File: config.mk
export PLATFORM = sky130hd
export DESIGN_NAME = fir_out_decim
export DESIGN_NICKNAME = d
export VERILOG_FILES = /design/src/rtl/fir_out_decim.sv
export SDC_FILE = /design/constraint.sdc
export NUM_CORES = 1
export LEC_CHECK = 0
export CORE_ASPECT_RATIO = 1.1
export CORE_MARGIN = 3
export CORE_UTILIZATION = 50
export DETAILED_ROUTE_END_ITERATION = 8
export DONT_BUFFER_PORTS = 1
export PLACE_DENSITY = 0.68
export SLEW_MARGIN = 20
export SYNTH_ARGS = -nofsm -noshare
export SYNTH_HDL_FRONTEND = slang
export SYNTH_SLANG_ARGS = --single-unit
File: constraint.sdc
create_clock -name clk -period 2.45 [get_ports clk]
set_clock_uncertainty 0.05 [all_clocks]
set_input_delay 0.3675 -clock clk [delete_from_list [all_inputs] [get_ports clk]]
set_output_delay 0.3675 -clock clk [all_outputs]
set_load 0.05 [all_outputs]
File: src/rtl/fir_out_decim.sv
// Decimating, rounding and saturating output stage for the FIR filter.
// Results are buffered in a first-word-fall-through FIFO behind a valid/ready port.
`timescale 1ns/1ps
module fir_out_decim #(
    parameter int IN_BITS    = 37,
    parameter int OUT_W      = 16,
    parameter int SHIFT      = 15,
    parameter int DECIM      = 4,
    parameter int FIFO_DEPTH = 8
) (
    input  logic                          clk,
    input  logic                          rst,
    input  logic [IN_BITS-1:0]            fir_data_in,
    input  logic                          fir_data_vld,
    output logic [OUT_W-1:0]              dout,
    output logic                          dout_vld,
    input  logic                          dout_rdy,
    output logic [$clog2(FIFO_DEPTH):0]   fifo_level,
    output logic [15:0]                   sat_cnt,
    output logic                          overflow,
    input  logic                          clr_stat
);

    localparam int PH_W = (DECIM > 1) ? $clog2(DECIM) : 1;
    localparam int AW   = $clog2(FIFO_DEPTH);
    localparam int LW   = AW + 1;
    localparam int XW   = IN_BITS + 1;

    localparam logic [XW-1:0] RND   = {{(XW-1){1'b0}}, 1'b1} << (SHIFT - 1);
    localparam logic [XW-1:0] MAX_V = {{(XW-OUT_W+1){1'b0}}, {(OUT_W-1){1'b1}}};
    localparam logic [XW-1:0] MIN_V = {{(XW-OUT_W+1){1'b1}}, {(OUT_W-1){1'b0}}};

    logic [PH_W-1:0]   phase;
    logic              accept;

    logic [XW-1:0]     s1_data;
    logic              s1_vld;

    logic signed [XW-1:0] shifted;
    logic              sat_hi;
    logic              sat_lo;
    logic [OUT_W-1:0]  clipped;

    logic [OUT_W-1:0]  s2_data;
    logic              s2_sat;
    logic              s2_vld;

    logic [OUT_W-1:0]  mem [FIFO_DEPTH];
    logic [AW-1:0]     wr_ptr;
    logic [AW-1:0]     rd_ptr;
    logic [LW-1:0]     level;
    logic [OUT_W-1:0]  last_out;
    logic              do_pop;
    logic              do_push;
    logic              drop;

    assign accept = fir_data_vld && (phase == '0);

    always_ff @(posedge clk) begin
        if (rst) begin
            phase <= '0;
        end else if (fir_data_vld) begin
            if (phase == PH_W'(DECIM - 1))
                phase <= '0;
            else
                phase <= phase + PH_W'(1);
        end
    end

    // The extra MSB keeps the rounding offset from wrapping the largest positive input.
    always_ff @(posedge clk) begin
        if (rst) begin
            s1_data <= '0;
            s1_vld  <= 1'b0;
        end else begin
            s1_vld <= accept;
            if (accept)
                s1_data <= {fir_data_in[IN_BITS-1], fir_data_in} + RND;
        end
    end

    assign shifted = $signed(s1_data) >>> SHIFT;
    assign sat_hi  = shifted > $signed(MAX_V);
    assign sat_lo  = shifted < $signed(MIN_V);

    always_comb begin
        clipped = shifted[OUT_W-1:0];
        if (sat_hi)
            clipped = {1'b0, {(OUT_W-1){1'b1}}};
        else if (sat_lo)
            clipped = {1'b1, {(OUT_W-1){1'b0}}};
    end

    always_ff @(posedge clk) begin
        if (rst) begin
            s2_data <= '0;
            s2_sat  <= 1'b0;
            s2_vld  <= 1'b0;
        end else begin
            s2_vld <= s1_vld;
            if (s1_vld) begin
                s2_data <= clipped;
                s2_sat  <= sat_hi || sat_lo;
            end
        end
    end

    // A pop in the same cycle frees a slot, so a full FIFO can still take a push.
    assign dout_vld = (level != '0);
    assign do_pop   = dout_vld && dout_rdy;
    assign do_push  = s2_vld && ((level < LW'(FIFO_DEPTH)) || do_pop);
    assign drop     = s2_vld && !do_push;

    always_ff @(posedge clk) begin
        if (do_push)
            mem[wr_ptr] <= s2_data;
    end

    always_ff @(posedge clk) begin
        if (rst) begin
            wr_ptr <= '0;
            rd_ptr <= '0;
            level  <= '0;
        end else begin
            if (do_push)
                wr_ptr <= wr_ptr + AW'(1);
            if (do_pop)
                rd_ptr <= rd_ptr + AW'(1);
            if (do_push && !do_pop)
                level <= level + LW'(1);
            else if (do_pop && !do_push)
                level <= level - LW'(1);
        end
    end

    // Remembers the most recently delivered sample so dout holds while the FIFO is empty.
    always_ff @(posedge clk) begin
        if (rst)
            last_out <= '0;
        else if (do_pop)
            last_out <= mem[rd_ptr];
    end

    assign dout       = dout_vld ? mem[rd_ptr] : last_out;
    assign fifo_level = level;

    always_ff @(posedge clk) begin
        if (rst) begin
            sat_cnt  <= '0;
            overflow <= 1'b0;
        end else if (clr_stat) begin
            sat_cnt  <= '0;
            overflow <= 1'b0;
        end else begin
            if (s2_vld && s2_sat && (sat_cnt != 16'hFFFF))
                sat_cnt <= sat_cnt + 16'd1;
            if (drop)
                overflow <= 1'b1;
        end
    end

endmodule

# --- Word-level counts from Yosys, hierarchy flattened ---
# Memories as Yosys holds them, arrays and structs flattened. A register that Yosys moved wholly into a read port is not among the register bits.
# Cells that the tools add are included.
# W data, S select, Z words.
op_classes:
  eq_ne: 2
  n_lt_le_gt_ge: 3
  muxes: 10
  n_addsub: 7
  n_reduce_logical: 16
ops:
  columns: ["cell", "count"]
  rows:
  - ["$mux W16", 3]
  - ["$add A37 B16 Y38 const B", 1]
  - ["$gt A23 B16 Y1 const B", 1]
  - ["$lt A23 B16 Y1 const B", 1]
  - ["$add A16 B1 Y16 const B", 1]
  - ["$ne A16 B16 Y1 const B", 1]
  - ["$logic_and A1 B1 Y1", 8]
  - ["$mux W4", 2]
  - ["$add A3 B1 Y3 const B", 2]
  - ["$mux W3", 2]
  - ["$add A4 B1 Y4 const B", 1]
  - ["$lt A4 B4 Y1 const B", 1]
  - ["$reduce_bool A4 Y1", 1]
  - ["$sub A4 B1 Y4 const B", 1]
  - ["$add A2 B1 Y2 const B", 1]
  - ["$eq A2 B2 Y1 const B", 1]
  - ["$logic_not A1 Y1", 2]
  - ["$logic_not A2 Y1", 1]
  - ["$logic_or A1 B1 Y1", 2]
  - ["$mux W1", 2]
  - ["$mux W2", 1]
  - ["$reduce_bool A2 Y1", 1]
  - ["$reduce_or A2 Y1", 1]
totals:
  ff_bits: 102
  inputBits: 42
  out_inout_bits: 38
  ramBits: 128
  wordCells: 51
  mem_count: 1
memory_table:
  columns: ["memory", "words", "word_bits", "read_ports", "rd_clocked_by_memory_dff", "wr", "line_no", "text"]
  rows:
  - ["mem", 8, 16, 1, 1, 1, "48", "logic [OUT_W-1:0] mem [FIFO_DEPTH];"]

# --- Logic depth before layout (Yosys ltp) ---
depth:
  depth_word: 8
  mapped_depth: 10
  depth_no_buf: 10

# --- Worst setup path before layout ---
# No wires, ideal clock.
synth_timing:
  path_type: "reg2out"
  startpoint: "register level[0] (netlist: fifo_level[0])"
  endpoint: "output port dout[10]"
  path_stages_with_launch: 5
  t_required_ns: 2.033
  path_slack_ns: -0.479
  path_buffers: 2
  arrival_ns: 2.512
  cell_sequence: "dfxtp_1 or4_1 clkbuf_1 clkbuf_1 a21oi_1"
synth_via:
  elab_chain_len: 2
synth_lines:
  columns: ["item", "line_no", "text"]
  rows:
  - ["start, declared", "51", "logic [LW-1:0] level;"]
  - ["start signal, assigned", "130", "level <= level + LW'(1);"]
  - ["start signal, assigned", "132", "level <= level - LW'(1);"]
  - ["$reduce_bool A4 Y1", "109", "assign dout_vld = (level != '0);"]
  - ["named net dout_vld", "16", "output logic dout_vld,"]
  - ["$mux W16", "144", "assign dout = dout_vld ? mem[rd_ptr] : last_out;"]
  - ["end, declared", "15", "output logic [OUT_W-1:0] dout,"]
# The timed path passes the listed nets, and every way through them passes these cells.

# --- Worst setup path after layout ---
layout_timing:
  startpoint: "register level[0] (netlist: fifo_level[0])"
  endpoint: "output port dout[3]"
layout_via:
  elab_chain_len: 2
layout_lines:
  columns: ["item", "line_no"]
  rows:
  - ["$reduce_bool A4 Y1", "109"]
  - ["$mux W16", "144"]
# Every way passes these cells.

==> metrics.cfg <==
[detailed_routing]
final_antenna_net_count = 0
viasPerCell = 5.77
avgRoutedWirePerCell_um = 18.4
first_iter_violations = 413
drcViolationCount = 0
drt_pre_antenna_iters = 7
vias = 5802
wirelength_um = 18500

[global_routing]
grt_pass1_vias = 5828
grt_max_degree = 75
top_usage_layer = met2
grt_pass1_wl_um = 29900
grt_remaining_overflow = 0
grtUsageMet3 = 0.0281
antenna_found_initial = 0
use_met1 = 0.236
use_met2 = 0.341
track_usage = 0.188

[final_layout]
fillers = 1281
utilization = 0.638
n_antenna_cell = 0
final_cell_area_sq_um = 11100
syn_to_final_growth_pct = 22.6
multiInputGateArea_sq_um = 3480
regArea_sq_um = 5660
drive_above_1_share = 0.246
layout.nets = 807

[logic_synthesis]
synth_top_family_by_area = simple AND/OR/NAND/NOR gates
syn_avg_cell_area_sq_um = 12.9
synth_area_sq_um = 9020
netlist_instances = 697
synthXorXnorAreaFrac = 0.0155
ys_async_sr_fraction = 0
synthesis.nets = 749
synth_top_cell_by_area = edfxtp_1
yosys_warnings = 0
synth_compound_area_frac = 0.0883
synth_area_leaders = edfxtp_1, dfxtp_1, mux4_2, nor2_1, a211oi_1
ys_seq_elements = 218
synth.distinct_cells = 49
synth_fa_ha_area_frac = 0.0147
synth_mux_area_frac = 0.109
synth-simple-area-share = 0.123
synth_edf_count = 128
synth_flop_cell = edfxtp_1
synth_top_area_frac = 0.426
yosysSeqAreaShare = 0.626

[worst_setup_path]
crit_required_ns = 2.03
crit_type = reg2out
crit_path_max_incr_delay_ns = 0.66
crit_fanout = 8
crit_chain = buf_12, or4_4, buf_16, nor2_2, a21oi_2, buf_6
rr_worst_depth = 9
cpMaxStageDelayCell = or4_4
end_kind = primary output
critPathArrivalTime_ns = 2.22
setup.worst_path.start_class = flop

[outcome]
status = finished, violations left
violations = setup timing

[sta]
slew_viol_final = 0
min_period_ns = 2.64
hold_violations = 0
grt_setup_unrepaired = true
worst_pin_slew_ns = 0.626
slew_headroom = 0.582
setup_violations = 16
fmax_ghz = 0.379
timing.final.ws_setup_ns = -0.192
timing.final.crit_share = 1.08

[place]
dpl_worst_slack_ns = 0.114
dpl-instance-area_sq_um = 9890
hpwl_um = 11300
portBuffers = 0
globalplace.congestion = 0.858

[clocking]
cts_sinks = 218
post_cts_buffers = 0
cts_buffer_depth = 3
clk_latency_ns = 0.49
cts_tree = yes
cts_buffers = 22
cts.clk_slew.worst_paths_ns = 0.06
clockRootBuffer = clkbuf_16
ctsHtreeMaxLevel = 1

[hold_path]
hold_path_class = in2reg
hold_path_depth = 2

[power_and_ir_drop]
p_leak_nw = 3.63
power_density_nw_per_um2 = 1200
ir_worst_vdd_mv = 1.09

[die]
core.rowCount = 50
ioPinCount = 80
die_width_um = 134
start_util = 0.520
core_sq_um = 17300
die_area_sq_um = 19700
die_h_um = 147

[flow_run]
drv_cap = 0

routing by layer:
layer  up-vias  wire (um)
li1       2793          -
met1      2809       7540
met2       176       9730
met3        24        952
met4         0        291
met5         -          0
stage by stage:
stage	power, mW	instances	setup TNS, ns	hold WS, ns
final	13.2	1005	-2.57	0.0177
after global routing	13.8	1005	-3.53	0.0105
after CTS	13.1	1005	-3.25	0.00334
after detailed placement	9.03	949	0	0.395
after global placement	8.92	949	0	0.392
after floorplan	7.51	697	-0.169	0.387
cells by family (layout without fill, tap and decap cells):
| logic type | Yosys count | count (layout) |
|---|---|---|
| AOI/OAI and AO/OA | 118 | 118 |
| adders and majority gates | 10 | 10 |
| xor gates and xnor gates | 16 | 16 |
| muxes | 58 | 58 |
| and+or+nand+nor | 227 | 227 |
| buffers and inverters | 50 | 124 |
| DFF | 218 | 218 |
cell type report:
cell class,count,share of cell area
clock inverter,10,0.00577
timing repair buffer,75,0.0811
tap,234,0.0265
multi-input combinational,429,0.315
clock buffer,30,0.0565
inverter,9,0.00328
sequential,218,0.512
synth_stat cells (12+ instances only):
cell type	n
edfxtp_1	128
nor2_1	92
dfxtp_1	90
nand2_1	46
a211oi_1	43
a21oi_1	33
clkbuf_1	32
mux4_2	32
mux2i_1	25
nand3_1	15
nand4_1	14
or3_1	14
or4_1	12
cell usage in the layout, fill, tap and decap left out, types with 11 or more instances in the layout:
| master | n |
|---|---|
| a211oi_1 | 43 |
| a21oi_1 | 16 |
| a21oi_4 | 13 |
| buf_12 | 14 |
| buf_4 | 37 |
| clkbuf_16 | 23 |
| dfxtp_1 | 85 |
| dlygate4sd3_1 | 11 |
| edfxtp_1 | 128 |
| mux2i_1 | 20 |
| mux4_2 | 32 |
| nand2_1 | 46 |
| nand3_1 | 15 |
| nand4_1 | 14 |
| nor2_1 | 76 |
| nor2_4 | 14 |
| o31ai_1 | 11 |
| or3_1 | 14 |
| or4_1 | 11 |
report_power, final:
part	leakage, nW	switching, mW	internal [mW]	total [mW]
Clock	0.348	1.33	1.80	3.13
Sequential	1.92	0.232	4.15	4.38
Combinational	1.36	3.16	2.57	5.73
flip-flops by register name, summed over array words and instances (netlist names), named ones only:
signal / flops
overflow: 1
s2_sat: 1
last_out: 16
s1_vld: 1
s2_vld: 1
fifo_level: 4
wr_ptr: 3
sat_cnt: 16
s2_data: 16
s1_data: 23
mem: 128
rd_ptr: 3
phase: 2
worst paths after layout:
check | end | slack [ns] | from
worst max register to register | fifo_level[3] | 0.12 | fifo_level[1]
worst min register to register | s2_data[9] | 0.41 | s1_data[24]
worst min-delay path | s1_data[19] | 0.02 | fir_data_in[19]
worst max-delay path | dout[3] | -0.19 | fifo_level[0]
critical path, delay by kind of cell, from the launching register on:
family          cells  cell delay (ns)
compound gates      1             0.06
buf+inv             3             0.53
simple gates        2             0.78
flops               1             0.35
timing repair:
action / CTS / global route
hold buffers: 12 / 0
setup endpoints to repair: 16 / 16
endpoints found under the hold margin: 77 / 0
gates cloned: 4 / 0
pin swaps: 1 / 2
resized for setup: 48 / 14
(Power assumes the default switching activity.)
